**src/rtl/lrf_pkg.sv**
```systemverilog
// Shared derivations for the LRF core: beats per image, frames per fusion
// group and the counter widths that follow from them.
package lrf_pkg;

  // Beats needed to carry one square image of dim x dim 8-bit pixels.
  function automatic int calc_beats(input int image_dim, input int pixels_per_beat);
    return (image_dim * image_dim) / pixels_per_beat;
  endfunction

  // Number of frames fused into one output image.
  function automatic int calc_fuse(input int n_fuse_count);
    return 1 << n_fuse_count;
  endfunction

  // Width of a counter running 0..n-1; never narrower than one bit.
  function automatic int cnt_width(input int n);
    return (n <= 1) ? 1 : $clog2(n);
  endfunction

  // Occupancy counter width: must be able to hold the value 'depth' itself.
  function automatic int fifo_cnt_width(input int depth);
    return $clog2(depth) + 1;
  endfunction

endpackage

```
**src/rtl/lrf_sync_fifo.sv**
```systemverilog
// First-word fall-through FIFO. The head entry is presented as soon as it
// is written; valid (not empty) comes straight from a register so the
// downstream handshake never sees a combinational path from push.
module lrf_sync_fifo
  import lrf_pkg::*;
#(
  parameter int WIDTH = 8,
  parameter int DEPTH = 8
) (
  input  logic                             clk,
  input  logic                             rst,
  input  logic                             push_i,
  input  logic [WIDTH-1:0]                 push_data_i,
  input  logic                             pop_i,
  output logic [WIDTH-1:0]                 head_o,
  output logic [fifo_cnt_width(DEPTH)-1:0] count_o,
  output logic                             full_o,
  output logic                             empty_o
);

  localparam int PW = $clog2(DEPTH);
  localparam int CW = fifo_cnt_width(DEPTH);

  logic [WIDTH-1:0] mem_q [DEPTH];
  logic [PW-1:0]    wr_ptr_q, wr_ptr_d;
  logic [PW-1:0]    rd_ptr_q, rd_ptr_d;
  logic [CW-1:0]    count_q, count_d;
  logic             valid_q, valid_d;
  logic             push_ok, pop_ok;

  assign full_o  = (count_q == CW'(DEPTH));
  assign empty_o = !valid_q;
  assign count_o = count_q;
  // A pop is only real when something is there; a push into a full FIFO
  // is accepted only when the head leaves in the same cycle.
  assign pop_ok  = pop_i && valid_q;
  assign push_ok = push_i && (!full_o || pop_ok);
  // Zero the bus while empty so stale slots never show on the output.
  assign head_o  = valid_q ? mem_q[rd_ptr_q] : '0;

  // Next-state for pointers, occupancy and the registered valid flag.
  always_comb begin
    wr_ptr_d = wr_ptr_q;
    rd_ptr_d = rd_ptr_q;
    count_d  = count_q;
    if (push_ok) wr_ptr_d = wr_ptr_q + 1'b1;
    if (pop_ok)  rd_ptr_d = rd_ptr_q + 1'b1;
    if (push_ok && !pop_ok) begin
      count_d = count_q + 1'b1;
    end else if (!push_ok && pop_ok) begin
      count_d = count_q - 1'b1;
    end
    valid_d = (count_d != '0);
  end

  // Storage array; contents need no reset because the pointers define validity.
  always_ff @(posedge clk) begin
    if (push_ok) mem_q[wr_ptr_q] <= push_data_i;
  end

  // Control state register.
  always_ff @(posedge clk or posedge rst) begin
    if (rst) begin
      wr_ptr_q <= '0;
      rd_ptr_q <= '0;
      count_q  <= '0;
      valid_q  <= 1'b0;
    end else begin
      wr_ptr_q <= wr_ptr_d;
      rd_ptr_q <= rd_ptr_d;
      count_q  <= count_d;
      valid_q  <= valid_d;
    end
  end

endmodule

```
**src/rtl/lrf_out_stage.sv**
```systemverilog
// Output stage of the LRF fusion core. Tracks beat/frame position of the
// fused stream, keeps only the last frame of every fusion group, buffers it
// and drives it out as AXI4-Stream with tlast on the final beat of each image.
module lrf_out_stage
  import lrf_pkg::*;
#(
  parameter int PIXELS_PER_BEAT = 16,
  parameter int IMAGE_DIM       = 512,
  parameter int N_FUSE_COUNT    = 4,
  parameter int FIFO_DEPTH      = 8,
  parameter int DATA_WIDTH      = 8 * PIXELS_PER_BEAT
) (
  input  logic                  s_axis_aclk,
  input  logic                  s_axis_areset,
  input  logic [DATA_WIDTH-1:0] in_tdata,
  input  logic                  in_tvalid,
  output logic                  in_ready,
  output logic [DATA_WIDTH-1:0] m_axis_tdata,
  output logic                  m_axis_tvalid,
  input  logic                  m_axis_tready,
  output logic                  m_axis_tlast,
  output logic                  frame_done,
  output logic                  overflow
);

  localparam int BEATS  = calc_beats(IMAGE_DIM, PIXELS_PER_BEAT);
  localparam int FUSE   = calc_fuse(N_FUSE_COUNT);
  localparam int BEAT_W = cnt_width(BEATS);
  localparam int CW     = fifo_cnt_width(FIFO_DEPTH);

  localparam logic [BEAT_W-1:0]       BEAT_LAST  = BEAT_W'(BEATS - 1);
  localparam logic [N_FUSE_COUNT-1:0] FRAME_LAST = N_FUSE_COUNT'(FUSE - 1);

  logic [BEAT_W-1:0]       beat_cnt_q, beat_cnt_d;
  logic [N_FUSE_COUNT-1:0] frame_cnt_q, frame_cnt_d;
  logic                    overflow_q, overflow_d;
  logic                    frame_done_q, frame_done_d;

  logic                    keep, pop, drop, beat_wrap;
  logic [DATA_WIDTH:0]     push_data, head;
  logic [CW-1:0]           fifo_count;
  logic                    fifo_full, fifo_empty;

  assign beat_wrap = (beat_cnt_q == BEAT_LAST);
  assign keep      = in_tvalid && (frame_cnt_q == FRAME_LAST);
  assign push_data = {beat_wrap, in_tdata};
  assign pop       = m_axis_tvalid && m_axis_tready;
  // Mirrors the FIFO's own acceptance rule: full with no departing head.
  assign drop      = keep && fifo_full && !pop;

  lrf_sync_fifo #(
    .WIDTH (DATA_WIDTH + 1),
    .DEPTH (FIFO_DEPTH)
  ) u_fifo (
    .clk         (s_axis_aclk),
    .rst         (s_axis_areset),
    .push_i      (keep),
    .push_data_i (push_data),
    .pop_i       (pop),
    .head_o      (head),
    .count_o     (fifo_count),
    .full_o      (fifo_full),
    .empty_o     (fifo_empty)
  );

  assign {m_axis_tlast, m_axis_tdata} = head;
  assign m_axis_tvalid = !fifo_empty;
  // Two free slots of headroom cover the beat already in flight upstream.
  assign in_ready      = (fifo_count <= CW'(FIFO_DEPTH - 2));
  assign overflow      = overflow_q;
  assign frame_done    = frame_done_q;

  // Stream position tracking, sticky drop flag and end-of-image pulse.
  always_comb begin
    beat_cnt_d   = beat_cnt_q;
    frame_cnt_d  = frame_cnt_q;
    overflow_d   = overflow_q || drop;
    frame_done_d = pop && m_axis_tlast;
    if (in_tvalid) begin
      if (beat_wrap) begin
        beat_cnt_d  = '0;
        frame_cnt_d = frame_cnt_q + 1'b1;
      end else begin
        beat_cnt_d  = beat_cnt_q + 1'b1;
      end
    end
  end

  // Control state register.
  always_ff @(posedge s_axis_aclk or posedge s_axis_areset) begin
    if (s_axis_areset) begin
      beat_cnt_q   <= '0;
      frame_cnt_q  <= '0;
      overflow_q   <= 1'b0;
      frame_done_q <= 1'b0;
    end else begin
      beat_cnt_q   <= beat_cnt_d;
      frame_cnt_q  <= frame_cnt_d;
      overflow_q   <= overflow_d;
      frame_done_q <= frame_done_d;
    end
  end

endmodule

```
**config.mk**
```make
export PLATFORM = sky130hd
export DESIGN_NAME = lrf_out_stage
export DESIGN_NICKNAME = d
export VERILOG_FILES = /design/src/rtl/lrf_pkg.sv /design/src/rtl/lrf_sync_fifo.sv /design/src/rtl/lrf_out_stage.sv
export SDC_FILE = /design/constraint.sdc
export NUM_CORES = 1
export LEC_CHECK = 0
export CORE_MARGIN = 4
export CORE_UTILIZATION = 63
export DETAILED_ROUTE_END_ITERATION = 6
export PLACE_DENSITY = 0.95
export SETUP_SLACK_MARGIN = 0.1
export SLEW_MARGIN = 20
export SYNTH_ARGS = -nofsm -noshare
export SYNTH_HDL_FRONTEND = slang
export SYNTH_SLANG_ARGS = --single-unit
export TNS_END_PERCENT = 10
```
**constraint.sdc**
```tcl
create_clock -name s_axis_aclk -period 21.8 [get_ports s_axis_aclk]
set_input_delay 4.36 -clock s_axis_aclk [delete_from_list [all_inputs] [get_ports s_axis_aclk]]
set_output_delay 4.36 -clock s_axis_aclk [all_outputs]
set_load 0.05 [all_outputs]
```
# After elaboration in Yosys (flattened, before gate mapping)
# Memories as Yosys holds them, arrays and structs flattened.
# Cells that the tools add are included.
[op_classes]
muxes = 6
n_eq_ne = 3
n_reduce_logical = 17
magnitude_cmp = 1
add_sub_neg = 6
[ops]
columns = ["op", "n"]
rows = [
  ["129-bit 2-to-1 mux", 1],
  ["14-bit by 1-bit adder with 14-bit output (second input constant)", 1],
  ["14-bit == test (second input constant)", 1],
  ["14-bit 2-to-1 mux", 1],
  ["1-bit logical AND", 9],
  ["4-bit by 1-bit adder with 4-bit output (second input constant)", 2],
  ["4-bit == test (second input constant)", 2],
  ["4-bit 2-to-1 mux", 2],
  ["3-bit by 1-bit adder with 3-bit output (second input constant)", 2],
  ["4-bit by 3-bit less-or-equal comparator with 1-bit output (second input constant)", 1],
  ["1-bit logical NOT", 4],
  ["4-bit nonzero test", 1],
  ["4-bit by 1-bit subtractor with 4-bit output (second input constant)", 1],
  ["1-bit logical OR", 2],
  ["1-bit 2-to-1 mux", 2],
  ["2-bit AND reduction", 1],
]
[totals]
output_inout_bits = 133
reg_bits = 31
n_memories = 1
elab_cells = 42
ramBits = 1032
[mem_list]
columns = ["name", "depth", "width", "rd", "rd_clocked_by_memory_dff", "write_ports", "line", "rtl"]
rows = [
  ["u_fifo.mem_q", 8, 129, 1, 0, 1, "lrf_sync_fifo.sv:24", "logic [WIDTH-1:0] mem_q [DEPTH];"],
]

# Depth between registers and ports, before layout
[logic_depth]
depth_word = 9
mapped_depth = 7
depth_no_buf = 7

# Modules after synthesis
# A second synthesis with hierarchy kept.
[unflattened]
cells_unflattened = 1799
area_unflattened_um2 = 40834.2
[modules_own_cells]
columns = ["mod", "seq_area_each_um2", "cells_each", "area_per_inst_um2", "instances"]
rows = [
  ["lrf_sync_fifo", 31265.0, 1708, 39808.2, 1],
  ["lrf_out_stage", 500.5, 91, 1026.0, 1],
]

# Worst setup path after synthesis
# No wires, ideal clock.
[synth_path]
path_type = "in2reg"
from = "input port in_tvalid"
to = "memory u_fifo.mem_q[0][0] in the netlist's numbering (enable)"
stages = 4
n_path_buf = 1
setup_time_ns = 0.933
setup_slack_ns = 3.812
arrival_ns = 17.055
required_ns = 20.867
path_cell_list = "buf_2 > and4_1 > o31ai_2 > nor4_1"
[synth_via]
elab_chain_cells = 4
[synth_lines]
columns = ["element", "line", "rtl"]
rows = [
  ["start: declaration", "lrf_out_stage.sv:16", "input logic in_tvalid,"],
  ["1-bit logical AND", "lrf_out_stage.sv:45", "assign keep = in_tvalid && (frame_cnt_q == FRAME_LAST);"],
  ["1-bit logical AND", "lrf_sync_fifo.sv:37", "assign push_ok = push_i && (!full_o || pop_ok);"],
  ["1-bit 2-to-1 mux", "lrf_sync_fifo.sv:58", "if (push_ok) mem_q[wr_ptr_q] <= push_data_i;"],
  ["1-bit 2-to-1 mux (implied by the code)", "lrf_sync_fifo.sv:58", ""],
  ["end: declaration", "lrf_sync_fifo.sv:24", ""],
]
# No other way between the ends.

# Worst setup path in the final report
[layout_path]
from = "register u_fifo.rd_ptr_q[1]"
to = "output port m_axis_tdata[37]"
[layout_via]
elab_chain_cells = 2
[layout_lines]
columns = ["element", "line", "rtl"]
rows = [
  ["start: declaration", "lrf_sync_fifo.sv:26", "logic [PW-1:0] rd_ptr_q, rd_ptr_d;"],
  ["start signal: assignment", "lrf_sync_fifo.sv:70", "rd_ptr_q <= rd_ptr_d;"],
  ["memory read 8 x 129 bit", "-", ""],
  ["129-bit 2-to-1 mux", "lrf_sync_fifo.sv:39", "assign head_o = valid_q ? mem_q[rd_ptr_q] : '0;"],
  ["end: declaration", "lrf_out_stage.sv:18", "output logic [DATA_WIDTH-1:0] m_axis_tdata,"],
]
# No other way between the ends.

==> impl_metrics.py <==
metrics = {
    "routing": {
        "dr_wl_met3_um": 6800,
        "vias": 19700,
        "highest_layer": "met5",
        "routed-wl-met2_um": 48600,
        "wl_met1_um": 33300,
        "avgRoutedWirePerCell_um": 30.1,
        "post-route-drc-count": 0,
        "dr.pass1.iters": 5,
        "drt_iter0_drc": 2257,
        "drt_wl_total_um": 91700,
        "via_per_inst": 6.47,
        "antenna_left": 0,
    },
    "placed_design": {
        "dpl.hpwl_um": 47000,
        "place_congestion": 0.758,
        "port_buffers": 264,
        "dp_slack_ns": 12.75,
    },
    "timing": {
        "fmax_mhz": 107,
        "fin_skew_ns": 0.0490,
        "finalSetupTns_ns": 0,
        "min_period_over_period": 0.430,
        "min_period_ns": 9.38,
        "finalSetupViolCount": 0,
        "hold_viol": 0,
        "layout_setup_ws_ns": 12.42,
        "drv_slew": 0,
        "relSlewSlack": 0.282,
        "rsz0062_at_grt": "no",
        "worst_pin_slew_ns": 1.08,
    },
    "finish": {
        "nets": 2235,
        "fillCellCount": 3250,
        "drive_above_1_share": 0.211,
        "area_delta_synth_final_pct": 17.2,
    },
    "global_routing": {
        "grt_usage": 0.267,
        "first_global_vias": 21300,
        "grt-ovfl-total": 0,
        "grt_first_pass_wirelength_um": 138000,
        "antenna_found_initial": 14,
        "grt_max_degree": 130,
    },
    "cts": {
        "clk_pin_slew_ns": 0.06,
        "clock_latency_ns": 0.67,
        "cts_max_path_buffers": 3,
        "cts_max_level": 3,
        "cts_tree": "built",
        "cts_resized": 0,
        "cts.sinks": 1063,
        "numCtsBuffers": 101,
        "cts_setup_buffers": 0,
        "ctsHoldBuffers": 0,
        "root_buffer": "clkbuf_16",
    },
    "worst_setup_path": {
        "cp_cell_sequence": "buf_4 -> buf_4 -> mux4_2 -> mux2i_1 -> nor2b_1 -> clkdlybuf4s50_1",
        "worstPathRequired_ns": 17.44,
        "endpoint_kind": "primary output",
        "worstSetupPathType": "reg2out",
        "startpoint_type": "register",
        "worstPathArrival_ns": 5.02,
        "crit_top_cell": "buf_4",
        "crit_slowest_cell": "dfrtp_4",
        "critPathBufInv": 3,
        "critPathTopFamily": "buffers and inverters",
        "slowest_delay_ns": 0.95,
        "crit_fanout": 68,
    },
    "floorplan": {
        "dieArea_um2": 68900,
        "core_region_area_um2": 64200,
        "fp-row-count": 93,
        "initial_core_util": 0.635,
        "die_x_um": 263,
        "pin_count": 265,
        "chipHeight_um": 263,
    },
    "logic_synthesis": {
        "netlist_area_um2": 40800,
        "synthTopCellsByArea": "edfxtp_1 76%, mux4_2 14%, mux2i_1 3.2%",
        "yosys_register_bits": 1063,
        "syn_nets": 1926,
        "yosysTopAreaCell": "edfxtp_1",
        "yosys.area.top_type_share": 0.759,
        "ys_types": 39,
        "synth_area_per_cell_um2": 22.8,
        "synth_edf_count": 1032,
        "yosysWarnings": 0,
        "synth_seq_area_share": 0.778,
        "async_flop_share": 0.0292,
        "synthFlopType": "edfxtp_1",
        "postSynthCellCount": 1787,
    },
    "min_path": {
        "hold_path.class": "reg2reg",
    },
    "run_status": {
        "outcome": "completed",
    },
    "flow_run": {
        "drv_cap": 0,
    },
    "power": {
        "irDropWorstVdd_uv": 116,
        "powerDensity_nw_per_um2": 84.9,
        "power.leakage_nw": 14.6,
    },
}
cells in the final DEF, fill, tap and decap left out, types with 6 or more instances in the layout:
cell type	count
clkdlybuf4s50_1	264
nor2_1	12
clkbuf_1	18
ha_1	7
nor2b_1	130
nand4_1	8
edfxtp_1	1032
clkinv_2	25
mux4_2	258
clkinv_1	21
diode_2	10
buf_4	27
clkbuf_16	103
xor2_1	9
nand2_1	19
bufinv_16	11
dfrtp_1	27
inv_1	6
mux2i_1	129
xnor2_1	12
path summary, 6_finish.rpt:
path	from	end	slack, ns	cells after the start
max	u_fifo.rd_ptr_q[1]	m_axis_tdata[37]	12.42	6
min	overflow	overflow	0.48	1
max reg2reg	u_fifo.valid_q	u_fifo.mem_q[1][23]	18.02	7
min reg2reg	overflow	overflow	0.48	1
max in group asynchronous	s_axis_areset	u_fifo.valid_q	17.33	3
min in group asynchronous	s_axis_areset	u_fifo.wr_ptr_q[2]	4.11	3
final cells by class:
| type | count | area [µm²] | share of cell area |
|---|---|---|---|
| clock buffers | 121 | 2650 | 0.0553 |
| clock inverters | 66 | 649 | 0.0136 |
| diodes | 10 | 25.0 | 0.000523 |
| flip-flops and latches | 1063 | 31800 | 0.664 |
| well taps | 855 | 1070 | 0.0224 |
| multi-input cells | 626 | 8680 | 0.181 |
| repair buffers | 297 | 2960 | 0.0618 |
| inverters | 7 | 26.3 | 0.000549 |
logic make-up (layout without fill, tap and decap cells):
family          Yosys count  count (layout)  synth area share
mux                     389             389             0.175
buf+inv                  98             491            0.0102
fa+ha+maj                 7               7           0.00215
simple gates            196             196            0.0279
compound gates           13              13           0.00221
other cells               0              10                 0
flops                  1063            1063             0.778
xor+xnor                 21              21           0.00451
metrics by stage:
stage                     total power, mW  std cells  hold slack, ns  area (µm²)  utilization
after global placement               2.35       2847           0.472       44500        0.692
after detailed placement             2.35       2847           0.475       44500        0.692
final                                4.06       3045           0.479       47800        0.745
after global routing                 4.19       3044           0.514       47800        0.745
after floorplan                      2.31       1787           0.456       40800            -
after CTS                            4.08       3034           0.488       47800        0.744
synthesized netlist by cell type (all sizes together), types with 2 or more instances:
cell type / number
edfxtp: 1032
mux4: 258
nor2b: 130
mux2i: 129
buf: 54
clkbuf: 37
dfrtp: 31
nand2: 19
nor2: 16
xnor2: 12
xor2: 9
nand4: 8
nor3: 8
ha: 7
inv: 7
nand3: 5
a21oi: 4
o22ai: 3
and2: 2
and4: 2
mux2: 2
nand2b: 2
metal layers:
metal,track usage,vias up
met3,0.0463,192
met1,0.353,10400
met2,0.459,1116
met4,0.0921,8
met5,0,-
li1,-,8039
report_power, final:
group / internal, mW / switching (mW) / total (mW) / leakage, nW
sequential: 2.24 / 0.00714 / 2.25 / 9.71
clock: 0.999 / 0.750 / 1.75 / 1.63
combinational: 0.0278 / 0.0346 / 0.0624 / 3.24
worst register-to-register path, delay by kind of cell (launching register included):
family          cells  cell delay [ns]
buf+inv             3             1.52
flops               1             0.95
simple gates        3             0.76
compound gates      1             0.12
state kept, by name (all words and copies together), names as in the netlist:
signal and count:
u_fifo.mem_q 1032, beat_cnt_q 14, frame_cnt_q 4, u_fifo.count_o 4, u_fifo.rd_ptr_q 3, u_fifo.wr_ptr_q 3, frame_done 1, overflow 1
u_fifo.valid_q 1
(Power assumes the default switching activity.)
